**src/rtl/ip_codma_read_machine_pkg.sv**
```systemverilog
// Shared types and helpers for the CODMA bus read engine.
package ip_codma_pkg;

    typedef logic [1:0] read_state_t;

    localparam read_state_t RD_IDLE    = 2'd0;
    localparam read_state_t RD_ASK     = 2'd1;
    localparam read_state_t RD_GRANTED = 2'd2;
    localparam read_state_t RD_ERROR   = 2'd3;

    localparam logic [7:0] SZ_1BEAT = 8'd3;
    localparam logic [7:0] SZ_2BEAT = 8'd8;
    localparam logic [7:0] SZ_4BEAT = 8'd9;

    typedef struct packed {
        logic       legal;
        logic [1:0] last_idx;   // number of beats minus one
    } beats_t;

    function automatic beats_t beats_of(input logic [7:0] size);
        beats_t b;
        b.legal    = 1'b1;
        b.last_idx = 2'd0;
        case (size)
            SZ_1BEAT: b.last_idx = 2'd0;
            SZ_2BEAT: b.last_idx = 2'd1;
            SZ_4BEAT: b.last_idx = 2'd3;
            default:  b.legal    = 1'b0;
        endcase
        return b;
    endfunction

endpackage

```
**src/rtl/ip_codma_read_machine_if.sv**
```systemverilog
// Memory-bus read channel between the CODMA read machine (master) and memory (slave).
interface ip_codma_read_machine_if;

    logic        bus_req_o;
    logic [31:0] bus_addr_o;
    logic [7:0]  bus_size_o;
    logic        bus_gnt_i;
    logic        bus_rvalid_i;
    logic [63:0] bus_rdata_i;
    logic        bus_err_i;

    modport master (
        output bus_req_o, bus_addr_o, bus_size_o,
        input  bus_gnt_i, bus_rvalid_i, bus_rdata_i, bus_err_i
    );

    modport slave (
        input  bus_req_o, bus_addr_o, bus_size_o,
        output bus_gnt_i, bus_rvalid_i, bus_rdata_i, bus_err_i
    );

endinterface

```
**src/rtl/ip_codma_read_machine_rd_pack.sv**
```systemverilog
// Beat counter and packing of 64-bit read beats into the 8x32 data register.
module ip_codma_rd_pack (
    input  logic             clk_i,
    input  logic             reset_n_i,
    input  logic             clear_i,
    input  logic             beat_i,
    input  logic [63:0]      data_i,
    input  logic [1:0]       last_idx_i,
    output logic [7:0][31:0] data_o,
    output logic             last_o
);

    logic [1:0]       cnt_q, cnt_d;
    logic [7:0][31:0] data_q, data_d;

    always_comb begin
        cnt_d  = cnt_q;
        data_d = data_q;
        if (clear_i) begin
            cnt_d  = 2'd0;
            data_d = '0;
        end else if (beat_i) begin
            data_d[{cnt_q, 1'b0}] = data_i[31:0];
            data_d[{cnt_q, 1'b1}] = data_i[63:32];
            cnt_d                 = cnt_q + 2'd1;
        end
    end

    always_ff @(posedge clk_i or negedge reset_n_i) begin
        if (!reset_n_i) begin
            cnt_q  <= 2'd0;
            data_q <= '0;
        end else begin
            cnt_q  <= cnt_d;
            data_q <= data_d;
        end
    end

    assign data_o = data_q;
    assign last_o = (cnt_q == last_idx_i);

endmodule

```
**src/rtl/ip_codma_read_machine.sv**
```systemverilog
// CODMA bus read engine: single/burst read, beat packing, error reporting.
// Optional watchdog on RD_ASK/RD_GRANTED enabled by defining CODMA_RD_TIMEOUT_EN.
module ip_codma_read_machine
    import ip_codma_pkg::*;
#(
    parameter int unsigned TIMEOUT_CYCLES = 256
) (
    input  logic                     clk_i,
    input  logic                     reset_n_i,
    input  logic                     need_read_i,
    input  logic [31:0]              reg_addr,
    input  logic [7:0]               reg_size,
    output logic                     need_read_o,
    output logic [7:0][31:0]         data_reg,
    output read_state_t              rd_state_r,
    output read_state_t              rd_state_next_s,
    output logic                     rd_state_error,
    ip_codma_read_machine_if.master  bus
);

    if (TIMEOUT_CYCLES < 2) begin : g_cfg_chk
        $error("TIMEOUT_CYCLES must be at least 2");
    end

    read_state_t state_q, state_d;
    logic        req_q, req_d;
    logic [31:0] addr_q, addr_d;
    logic [7:0]  size_q, size_d;
    logic [1:0]  last_idx_q, last_idx_d;
    logic        err_q, err_d;
    logic        clr;
    logic        beat_vld;
    logic        last_beat;
    logic        tmo_hit;
    logic        abort;
    beats_t      req_b;

    assign req_b    = beats_of(reg_size);
    assign abort    = bus.bus_err_i || tmo_hit;
    // An error in the same cycle as a beat wins: the beat is dropped.
    assign beat_vld = (state_q == RD_GRANTED) && bus.bus_rvalid_i && !abort;

`ifdef CODMA_RD_TIMEOUT_EN
    localparam int TW = $clog2(TIMEOUT_CYCLES + 1);
    logic [TW-1:0] tmo_cnt_q, tmo_cnt_d;
    logic          busy;

    assign busy    = (state_q == RD_ASK) || (state_q == RD_GRANTED);
    assign tmo_hit = busy && (tmo_cnt_q == TW'(TIMEOUT_CYCLES - 1));

    // Any sign of bus progress restarts the watchdog.
    always_comb begin
        tmo_cnt_d = '0;
        if (busy && !((state_q == RD_ASK) && bus.bus_gnt_i) && !beat_vld)
            tmo_cnt_d = tmo_cnt_q + 1'b1;
    end

    always_ff @(posedge clk_i or negedge reset_n_i) begin
        if (!reset_n_i) tmo_cnt_q <= '0;
        else            tmo_cnt_q <= tmo_cnt_d;
    end
`else
    assign tmo_hit = 1'b0;
`endif

    always_comb begin
        state_d    = state_q;
        req_d      = req_q;
        addr_d     = addr_q;
        size_d     = size_q;
        last_idx_d = last_idx_q;
        clr        = 1'b0;
        case (state_q)
            RD_IDLE: begin
                if (need_read_i) begin
                    if (req_b.legal) begin
                        state_d    = RD_ASK;
                        req_d      = 1'b1;
                        addr_d     = reg_addr;
                        size_d     = reg_size;
                        last_idx_d = req_b.last_idx;
                        clr        = 1'b1;
                    end else begin
                        state_d = RD_ERROR;
                    end
                end
            end
            RD_ASK: begin
                if (abort) begin
                    state_d = RD_ERROR;
                    req_d   = 1'b0;
                end else if (bus.bus_gnt_i) begin
                    state_d = RD_GRANTED;
                    req_d   = 1'b0;
                end
            end
            RD_GRANTED: begin
                req_d = 1'b0;
                if (abort)                       state_d = RD_ERROR;
                else if (beat_vld && last_beat)  state_d = RD_IDLE;
            end
            default: begin
                req_d   = 1'b0;
                state_d = RD_IDLE;
            end
        endcase
        err_d = (state_d == RD_ERROR);
    end

    always_ff @(posedge clk_i or negedge reset_n_i) begin
        if (!reset_n_i) begin
            state_q    <= RD_IDLE;
            req_q      <= 1'b0;
            addr_q     <= '0;
            size_q     <= '0;
            last_idx_q <= '0;
            err_q      <= 1'b0;
        end else begin
            state_q    <= state_d;
            req_q      <= req_d;
            addr_q     <= addr_d;
            size_q     <= size_d;
            last_idx_q <= last_idx_d;
            err_q      <= err_d;
        end
    end

    ip_codma_rd_pack u_pack (
        .clk_i      (clk_i),
        .reset_n_i  (reset_n_i),
        .clear_i    (clr),
        .beat_i     (beat_vld),
        .data_i     (bus.bus_rdata_i),
        .last_idx_i (last_idx_q),
        .data_o     (data_reg),
        .last_o     (last_beat)
    );

    assign need_read_o     = (state_d != RD_IDLE);
    assign rd_state_r      = state_q;
    assign rd_state_next_s = state_d;
    assign rd_state_error  = err_q;
    assign bus.bus_req_o   = req_q;
    assign bus.bus_addr_o  = addr_q;
    assign bus.bus_size_o  = size_q;

endmodule

```
**src/flat_wrapper.sv**
```systemverilog
// flat-port wrapper written by rule: the top's interface ports become plain ports
module ip_codma_read_machine_flat import ip_codma_pkg::*;
#(
    parameter int unsigned TIMEOUT_CYCLES = 256
)
  (clk_i, reset_n_i, need_read_i, reg_addr, reg_size, need_read_o, data_reg, rd_state_r, rd_state_next_s, rd_state_error, bus_bus_req_o, bus_bus_addr_o, bus_bus_size_o, bus_bus_gnt_i, bus_bus_rvalid_i, bus_bus_rdata_i, bus_bus_err_i);
  ip_codma_read_machine_if bus_i ();
  input  logic clk_i;
  input  logic reset_n_i;
  input  logic need_read_i;
  input  logic [31:0] reg_addr;
  input  logic [7:0] reg_size;
  output logic need_read_o;
  output logic [7:0][31:0] data_reg;
  output read_state_t rd_state_r;
  output read_state_t rd_state_next_s;
  output logic rd_state_error;
  output wire logic [$bits(bus_i.bus_req_o)-1:0] bus_bus_req_o;
  output wire logic [$bits(bus_i.bus_addr_o)-1:0] bus_bus_addr_o;
  output wire logic [$bits(bus_i.bus_size_o)-1:0] bus_bus_size_o;
  input wire logic [$bits(bus_i.bus_gnt_i)-1:0] bus_bus_gnt_i;
  input wire logic [$bits(bus_i.bus_rvalid_i)-1:0] bus_bus_rvalid_i;
  input wire logic [$bits(bus_i.bus_rdata_i)-1:0] bus_bus_rdata_i;
  input wire logic [$bits(bus_i.bus_err_i)-1:0] bus_bus_err_i;
  assign bus_bus_req_o = bus_i.bus_req_o;
  assign bus_bus_addr_o = bus_i.bus_addr_o;
  assign bus_bus_size_o = bus_i.bus_size_o;
  assign bus_i.bus_gnt_i = bus_bus_gnt_i;
  assign bus_i.bus_rvalid_i = bus_bus_rvalid_i;
  assign bus_i.bus_rdata_i = bus_bus_rdata_i;
  assign bus_i.bus_err_i = bus_bus_err_i;
  ip_codma_read_machine #(.TIMEOUT_CYCLES(TIMEOUT_CYCLES)) u_core (.clk_i(clk_i), .reset_n_i(reset_n_i), .need_read_i(need_read_i), .reg_addr(reg_addr), .reg_size(reg_size), .need_read_o(need_read_o), .data_reg(data_reg), .rd_state_r(rd_state_r), .rd_state_next_s(rd_state_next_s), .rd_state_error(rd_state_error), .bus(bus_i));
endmodule
```
**config.mk**
```make
export PLATFORM = sky130hd
export DESIGN_NAME = ip_codma_read_machine_flat
export DESIGN_NICKNAME = d
export VERILOG_FILES = /design/src/rtl/ip_codma_read_machine_pkg.sv /design/src/rtl/ip_codma_read_machine_if.sv /design/src/rtl/ip_codma_read_machine_rd_pack.sv /design/src/rtl/ip_codma_read_machine.sv /design/src/flat_wrapper.sv
export SDC_FILE = /design/constraint.sdc
export NUM_CORES = 1
export LEC_CHECK = 0
export ABC_AREA = 1
export BUFFER_PORTS_ARGS = -buffer_cell sky130_fd_sc_hd__buf_2
export CORE_MARGIN = 2
export CORE_UTILIZATION = 52
export DETAILED_ROUTE_END_ITERATION = 8
export PLACE_DENSITY = 0.8
export SLEW_MARGIN = 20
export SYNTH_ARGS = -nofsm -noshare
export SYNTH_HDL_FRONTEND = slang
export SYNTH_SLANG_ARGS = --single-unit
```
**constraint.sdc**
```tcl
create_clock -name clk_i -period 3.1 [get_ports clk_i]
set_input_delay 0.62 -clock clk_i [delete_from_list [all_inputs] [get_ports clk_i]]
set_output_delay 0.62 -clock clk_i [all_outputs]
set_load 0.1 [all_outputs]
```
After elaboration in Yosys (flattened, before gate mapping)
Index checks and enable logic that the tools add are counted.
{"block": "totals", "mem_count": 0, "rom_bits": 0, "inputBits": 110, "latch_bits": 0, "mem_bits_rw": 0, "wordCells": 69, "reg_bits": 304}
{"block": "op_classes", "shift": 0, "n_mux": 27, "bitwise_logic": 0, "n_reduce_logical": 12, "eq_ne": 10, "mul": 0, "n_lt_le_gt_ge": 4, "div": 0, "add_sub_neg": 1}
{"operator": "$bwmux W256", "count": 2}
{"operator": "$mux W256", "count": 2}
{"operator": "$demux W32 S2", "count": 2}
{"operator": "$mux W32", "count": 2}
{"operator": "$eq A8 B4 Y1 const B", "count": 2}
{"operator": "$mux W2", "count": 8}
{"operator": "$eq A8 B2 Y1 const B", "count": 1}
{"operator": "$lt A3 B4 Y1 const B", "count": 2}
{"operator": "$mux W1", "count": 8}
{"operator": "$ge A3 B1 Y1 const B", "count": 2}
{"operator": "$pmux W2 S3", "count": 1}
{"operator": "$reduce_and A3 Y1", "count": 2}
{"operator": "$logic_and A1 B1 Y1", "count": 5}
{"operator": "$eq A2 B2 Y1 const B", "count": 2}
{"operator": "$pmux W2 S2", "count": 1}
{"operator": "$reduce_bool A2 Y1", "count": 2}
{"operator": "$ne A3 B3 Y1 const B", "count": 1}
{"operator": "$reduce_or A3 Y1", "count": 1}
{"operator": "$add A2 B1 Y2 const B", "count": 1}
{"operator": "$eq A2 B1 Y1 const B", "count": 1}
{"operator": "$eq A2 B2 Y1", "count": 1}
{"operator": "$logic_not A2 Y1", "count": 1}
{"operator": "$ne A2 B1 Y1 const B", "count": 1}
{"operator": "$ne A2 B2 Y1 const B", "count": 1}
{"operator": "other kinds (2)", "count": 2}

Logic depth before layout (Yosys ltp)
{"block": "depth", "word_depth": 8, "ltp_mapped": 12, "depth_no_buf": 9}

Cells and area by module
Synthesis repeated with hierarchy kept, for this count alone.
{"block": "unflattened", "hier_cells": 1486, "area_unflattened_um2": 12828.6}
{"module": "ip_codma_rd_pack", "area_each_um2": 10943.0, "n_inst": 1, "cells_per_inst": 1271}
{"module": "ip_codma_read_machine", "area_each_um2": 1885.6, "n_inst": 1, "cells_per_inst": 215}

Worst setup path after synthesis
OpenSTA, ideal clock, no wires.
{"block": "synth_timing", "path_kind": "reg2out", "startpoint": "register u_core.state_q[0] (netlist: u_core.rd_state_r[0])", "endpoint": "output need_read_o", "path_stages_with_launch": 6, "path_buffers": 0, "required_ns": 2.480, "slack_ns": 0.083, "arrival_ns": 2.397, "cell_sequence": "dfrtp_1 > nor2_1 > nand2_1 > inv_1 > a21oi_1 > nand4_1"}
{"block": "synth_between", "elab_chain_cells": 8, "word_cells_on_any_way": 13, "cone_classes": "2 x eq/ne; 6 x mux; 5 x reduce/logical"}
{"element": "start: declaration", "line_no": "ip_codma_read_machine.sv:25", "text": "read_state_t state_q, state_d;"}
{"element": "start signal: assignment", "line_no": "ip_codma_read_machine.sv:119", "text": "state_q <= state_d;"}
{"element": "$eq A2 B2 Y1", "line_no": "ip_codma_read_machine.sv:41, ip_codma_read_machine.sv:73"}
{"element": "$logic_and A1 B1 Y1 (2 in a row)", "line_no": "ip_codma_read_machine.sv:41", "text": "assign beat_vld = (state_q == RD_GRANTED) && bus.bus_rvalid_i && !abort;"}
{"element": "$logic_and A1 B1 Y1", "line_no": "ip_codma_read_machine.sv:100", "text": "else if (beat_vld && last_beat) state_d = RD_IDLE;"}
{"element": "$mux W2", "line_no": "ip_codma_read_machine.sv:100"}
{"element": "$mux W2", "line_no": "ip_codma_read_machine.sv:99", "text": "if (abort) state_d = RD_ERROR;"}
{"element": "$pmux W2 S3 (*)", "line_no": "ip_codma_read_machine.sv:73", "text": "case (state_q)"}
{"element": "$reduce_bool A2 Y1 (*)", "line_no": "ip_codma_read_machine.sv:139", "text": "assign need_read_o = (state_d != RD_IDLE);"}
{"element": "end: declaration", "line_no": "flat_wrapper.sv:13", "text": "output logic need_read_o;"}
Every way passes the cells marked *; elsewhere a longest branch is shown, timed or not.

Worst setup path in the final report
{"block": "layout_timing", "startpoint": "register u_core.u_pack.cnt_q[0]", "endpoint": "output rd_state_next_s[1]"}
{"block": "layout_between", "elab_chain_cells": 5}
{"element": "start: declaration", "line_no": "ip_codma_read_machine_rd_pack.sv:13", "text": "logic [1:0] cnt_q, cnt_d;"}
{"element": "start signal: assignment", "line_no": "ip_codma_read_machine_rd_pack.sv:34", "text": "cnt_q <= cnt_d;"}
{"element": "$eq A2 B2 Y1", "line_no": "ip_codma_read_machine_rd_pack.sv:40", "text": "assign last_o = (cnt_q == last_idx_i);"}
{"element": "$logic_and A1 B1 Y1", "line_no": "ip_codma_read_machine.sv:100"}
{"element": "$mux W2", "line_no": "ip_codma_read_machine.sv:100"}
{"element": "$mux W2", "line_no": "ip_codma_read_machine.sv:99"}
{"element": "$pmux W2 S3", "line_no": "ip_codma_read_machine.sv:73"}
{"element": "end: declaration", "line_no": "flat_wrapper.sv:16", "text": "output read_state_t rd_state_next_s;"}
No other way between the ends.

==> run_results.csv <==
group,metric,value,unit
outcome,status,"completed",
timing,max_freq,384,MHz
routing,wl_met2,20200,um
clock_tree,hold_buffers,0,
clock_tree,cts-resized-gates,0,
synth,synth-simple-area-share,0.249,
setup_path,cp_top_family,"buffers and inverters",
timing,rsz0062_at_grt,"false",
clock_tree,post-cts-setup-buffer-count,0,
clock_tree,cts_tree,"built",
routing,m1WireLength,16900,um
timing,setup_tns,0,ns
floorplan,rows,60,
routing,dr.pass1.iters,5,
synth,synth.avg_cell_area,7.56,um2
routing,dr.max_layer_used,"met4",
routing,wl_per_cell,16.3,um
synth,synth_ff_type,"dfrtp_1",
cells_and_area,fillCellCount,2327,
grt,grt_usage,0.292,
synth,synth-compound-area-share,0.0923,
clock_tree,cts_inserted_buffers,34,
setup_path,crit_top_cell,"nand3_1",
synth,seq_area_frac_synth,0.531,
routing,via_per_inst,5.11,
timing,tightest_slew,0.875,ns
placed_design,io_buffers,412,
setup_path,crit_path_cell_trace,"inv_1 -> nand2_1 -> nand3_1 -> o21ai_0 -> nand3_1 -> buf_2",
floorplan,die_w,170,um
floorplan,die_height,170,um
setup_path,path_class,"reg -> out",
timing,clock_skew,0.0183,ns
floorplan,num_io_pins,413,
cells_and_area,final_nets,2369,
run,cap_violations,0,
grt,overflow,0,
synth,synth.most_common_cell,"nand2_1",
synth,synthArstFlopShare,1.00,
timing,post-route-period-util,0.841,
cells_and_area,multi_input_area,4950,um2
cells_and_area,ff_latch_area,7610,um2
timing,post-route-min-period,2.61,ns
routing,dr_wl_met3,3790,um
clock_tree,cts.sinks,304,
clock_tree,cts_root_buffer,"clkbuf_16",
timing,slew_headroom,0.417,
clock_tree,clock_latency,0.50,ns
synth,synthAdderAreaFrac,0.00349,
timing,final_max_slew_viol_count,0,
synth,synth_edf_count,0,
clock_tree,clockBufferDepth,3,
setup_path,critPathArrivalTime,1.99,ns
setup_path,cp-end-kind,"output port",
floorplan,core-area,27000,um2
setup_path,startpoint_type,"flip-flop",
synth,syn_nets,2009,
routing,wirelength,42700,um
cells_and_area,area_delta_synth_final,22.5,%
grt,grt_first_pass_wirelength,67400,um
synth,synth-xor-area-share,0.000612,
routing,drc,0,
synth,ys_top_cells_by_count,"nand2_1 (902), dfrtp_1 (304), inv_1 (276)",
timing,hold_violations,0,
synth,yosysTopAreaCell,"dfrtp_1",
synth,netlist_top_cells_area,"dfrtp_1 (53%), nand2_1 (24%), o21ai_1 (7.7%)",
synth,synthMuxAreaShare,0,
synth,yosysWarnings,0,
placed_design,dp_hpwl,27200,um
setup_path,cpPeakStageDelay,0.44,ns
synth,synth_cells,1895,
floorplan,initial_utilization,0.530,
timing,setup_viol,0,
worst_hold_path,hp-class,"in -> async",
synth,synth-seq-cells,304,
clock_tree,h-tree-depth,2,
synth,synth.distinct_cells,25,
setup_path,crit_buf_inv,2,
synth,synth_top_area_share,0.531,
setup_path,worstPathRequired,2.48,ns
synth,syn_area,14300,um2
routing,antenna_left,0,
grt,grt_pass1_vias,13029,
floorplan,die_area,28900,um2
synth,synth_top_family_by_area,"simple AND/OR/NAND/NOR gates",
setup_path,critPathMaxFanout,5,
placed_design,gp_congestion,0.828,
clock_tree,clk_pin_slew,0.06,ns
cells_and_area,drive_gt1_frac,0.223,
routing,via_count,13376,
routing,drt_iter0_markers,1242,
setup_path,crit_slowest_cell,"dfrtp_1",
grt,grt_max_degree,142,
grt,antenna_found_initial,3,
## routing by layer
metal,up-vias,global-route usage
met4,0,0.135
li1,6361,-
met1,6288,0.366
met3,118,0.0712
met5,-,0
met2,609,0.481
## cell families (layout without fill, tap and decap cells)
kind of cell / after synthesis / in the layout
adder cells (fa/ha/maj): 4 / 4
flip-flops: 304 / 304
AND/OR/NAND/NOR: 922 / 922
AO/OA/AOI/OAI: 263 / 263
other: 0 / 2
XOR/XNOR: 1 / 1
buffers and inverters: 401 / 780
## cells in the final DEF (no fill, tap or decap)
master     synthesis  routed
o21ai_1          220     220
o21bai_1           1       1
nor2_4             1       1
xor2_1             1       1
inv_8              0       1
dfrtp_1          304     304
nand2_8            1       1
inv_1            276     276
clkbuf_8           0       9
nor2_2             2       2
nand3b_1           1       1
diode_2            0       2
inv_2              8       7
o21ai_0           39      39
o211ai_1           1       1
nor2_1             5       5
buf_12             0      11
nor2_8             4       4
clkbuf_1          16       5
a21oi_1            1       1
nand3_1            5       5
o22ai_1            1       1
buf_8              0       1
inv_6              0       1
nand2_1          902     902
clkinv_2           0       5
buf_2             56     411
buf_4              3      18
nand4_1            1       1
ha_1               4       4
clkbuf_16          0      35
## state kept, by name, summed over array words and instances, names as in the netlist
name                   count
u_core.bus.bus_addr_o     32
u_core.last_idx_q          2
u_core.u_pack.cnt_q        2
u_core.bus.bus_size_o      8
u_core.u_pack.data_o     256
u_core.bus.bus_req_o       1
u_core.rd_state_r          2
u_core.rd_state_error      1
## metrics by stage
step / setup slack [ns] / instances / hold slack, ns / utilization / cell area (um2)
floorplan: 0.0834 / 1895 / 0.324 / - / 14300
global placement: 0.767 / 2560 / 0.445 / 0.610 / 16500
detailed placement: 0.611 / 2560 / 0.450 / 0.610 / 16500
CTS: 0.458 / 2615 / 0.182 / 0.649 / 17500
global route: 0.310 / 2617 / 0.217 / 0.649 / 17500
finish: 0.494 / 2617 / 0.160 / 0.649 / 17500
## path summary, 6_finish.rpt
check / startpoint / to / slack (ns) / cells past startpoint
worst min register to register: u_core.bus.bus_addr_o[26]$_DFFE_PN0P_ / u_core.bus.bus_addr_o[26]$_DFFE_PN0P_ / 0.46 / 2
worst max-delay path: u_core.u_pack.cnt_q[0]$_DFFE_PN0P_ / rd_state_next_s[1] / 0.49 / 6
max in group asynchronous: reset_n_i / u_core.u_pack.data_o[68]$_DFFE_PN0P_ / 2.07 / 2
worst max register to register: u_core.u_pack.cnt_q[0]$_DFFE_PN0P_ / u_core.u_pack.data_o[60]$_DFFE_PN0P_ / 0.98 / 8
worst min-delay path: reset_n_i / u_core.u_pack.data_o[86]$_DFFE_PN0P_ / 0.16 / 1
min in group clk_i: reg_addr[27] / u_core.bus.bus_addr_o[27]$_DFFE_PN0P_ / 0.32 / 3
## area by class of cell
cell class / instances / area share
sequential: 304 / 0.434
clock inverter: 6 / 0.00193
antenna: 2 / 0.000285
clock buffer: 49 / 0.0581
tap: 341 / 0.0243
multi-input combinational: 1190 / 0.282
timing repair buffer: 441 / 0.138
inverter: 284 / 0.0612
## worst reg2reg max path: stages (launching register included)
cell and delay, ns:
dfrtp_1 0.44, inv_1 0.12, ha_1 0.23, inv_2 0.10
buf_4 0.61, o21ai_0 0.30, nand2_1 0.09, nand2_1 0.06
inv_1 0.08
Power is left out: the tool's default activity adds up to more than one toggle a clock period on the data nets, which glitch-free logic cannot reach.
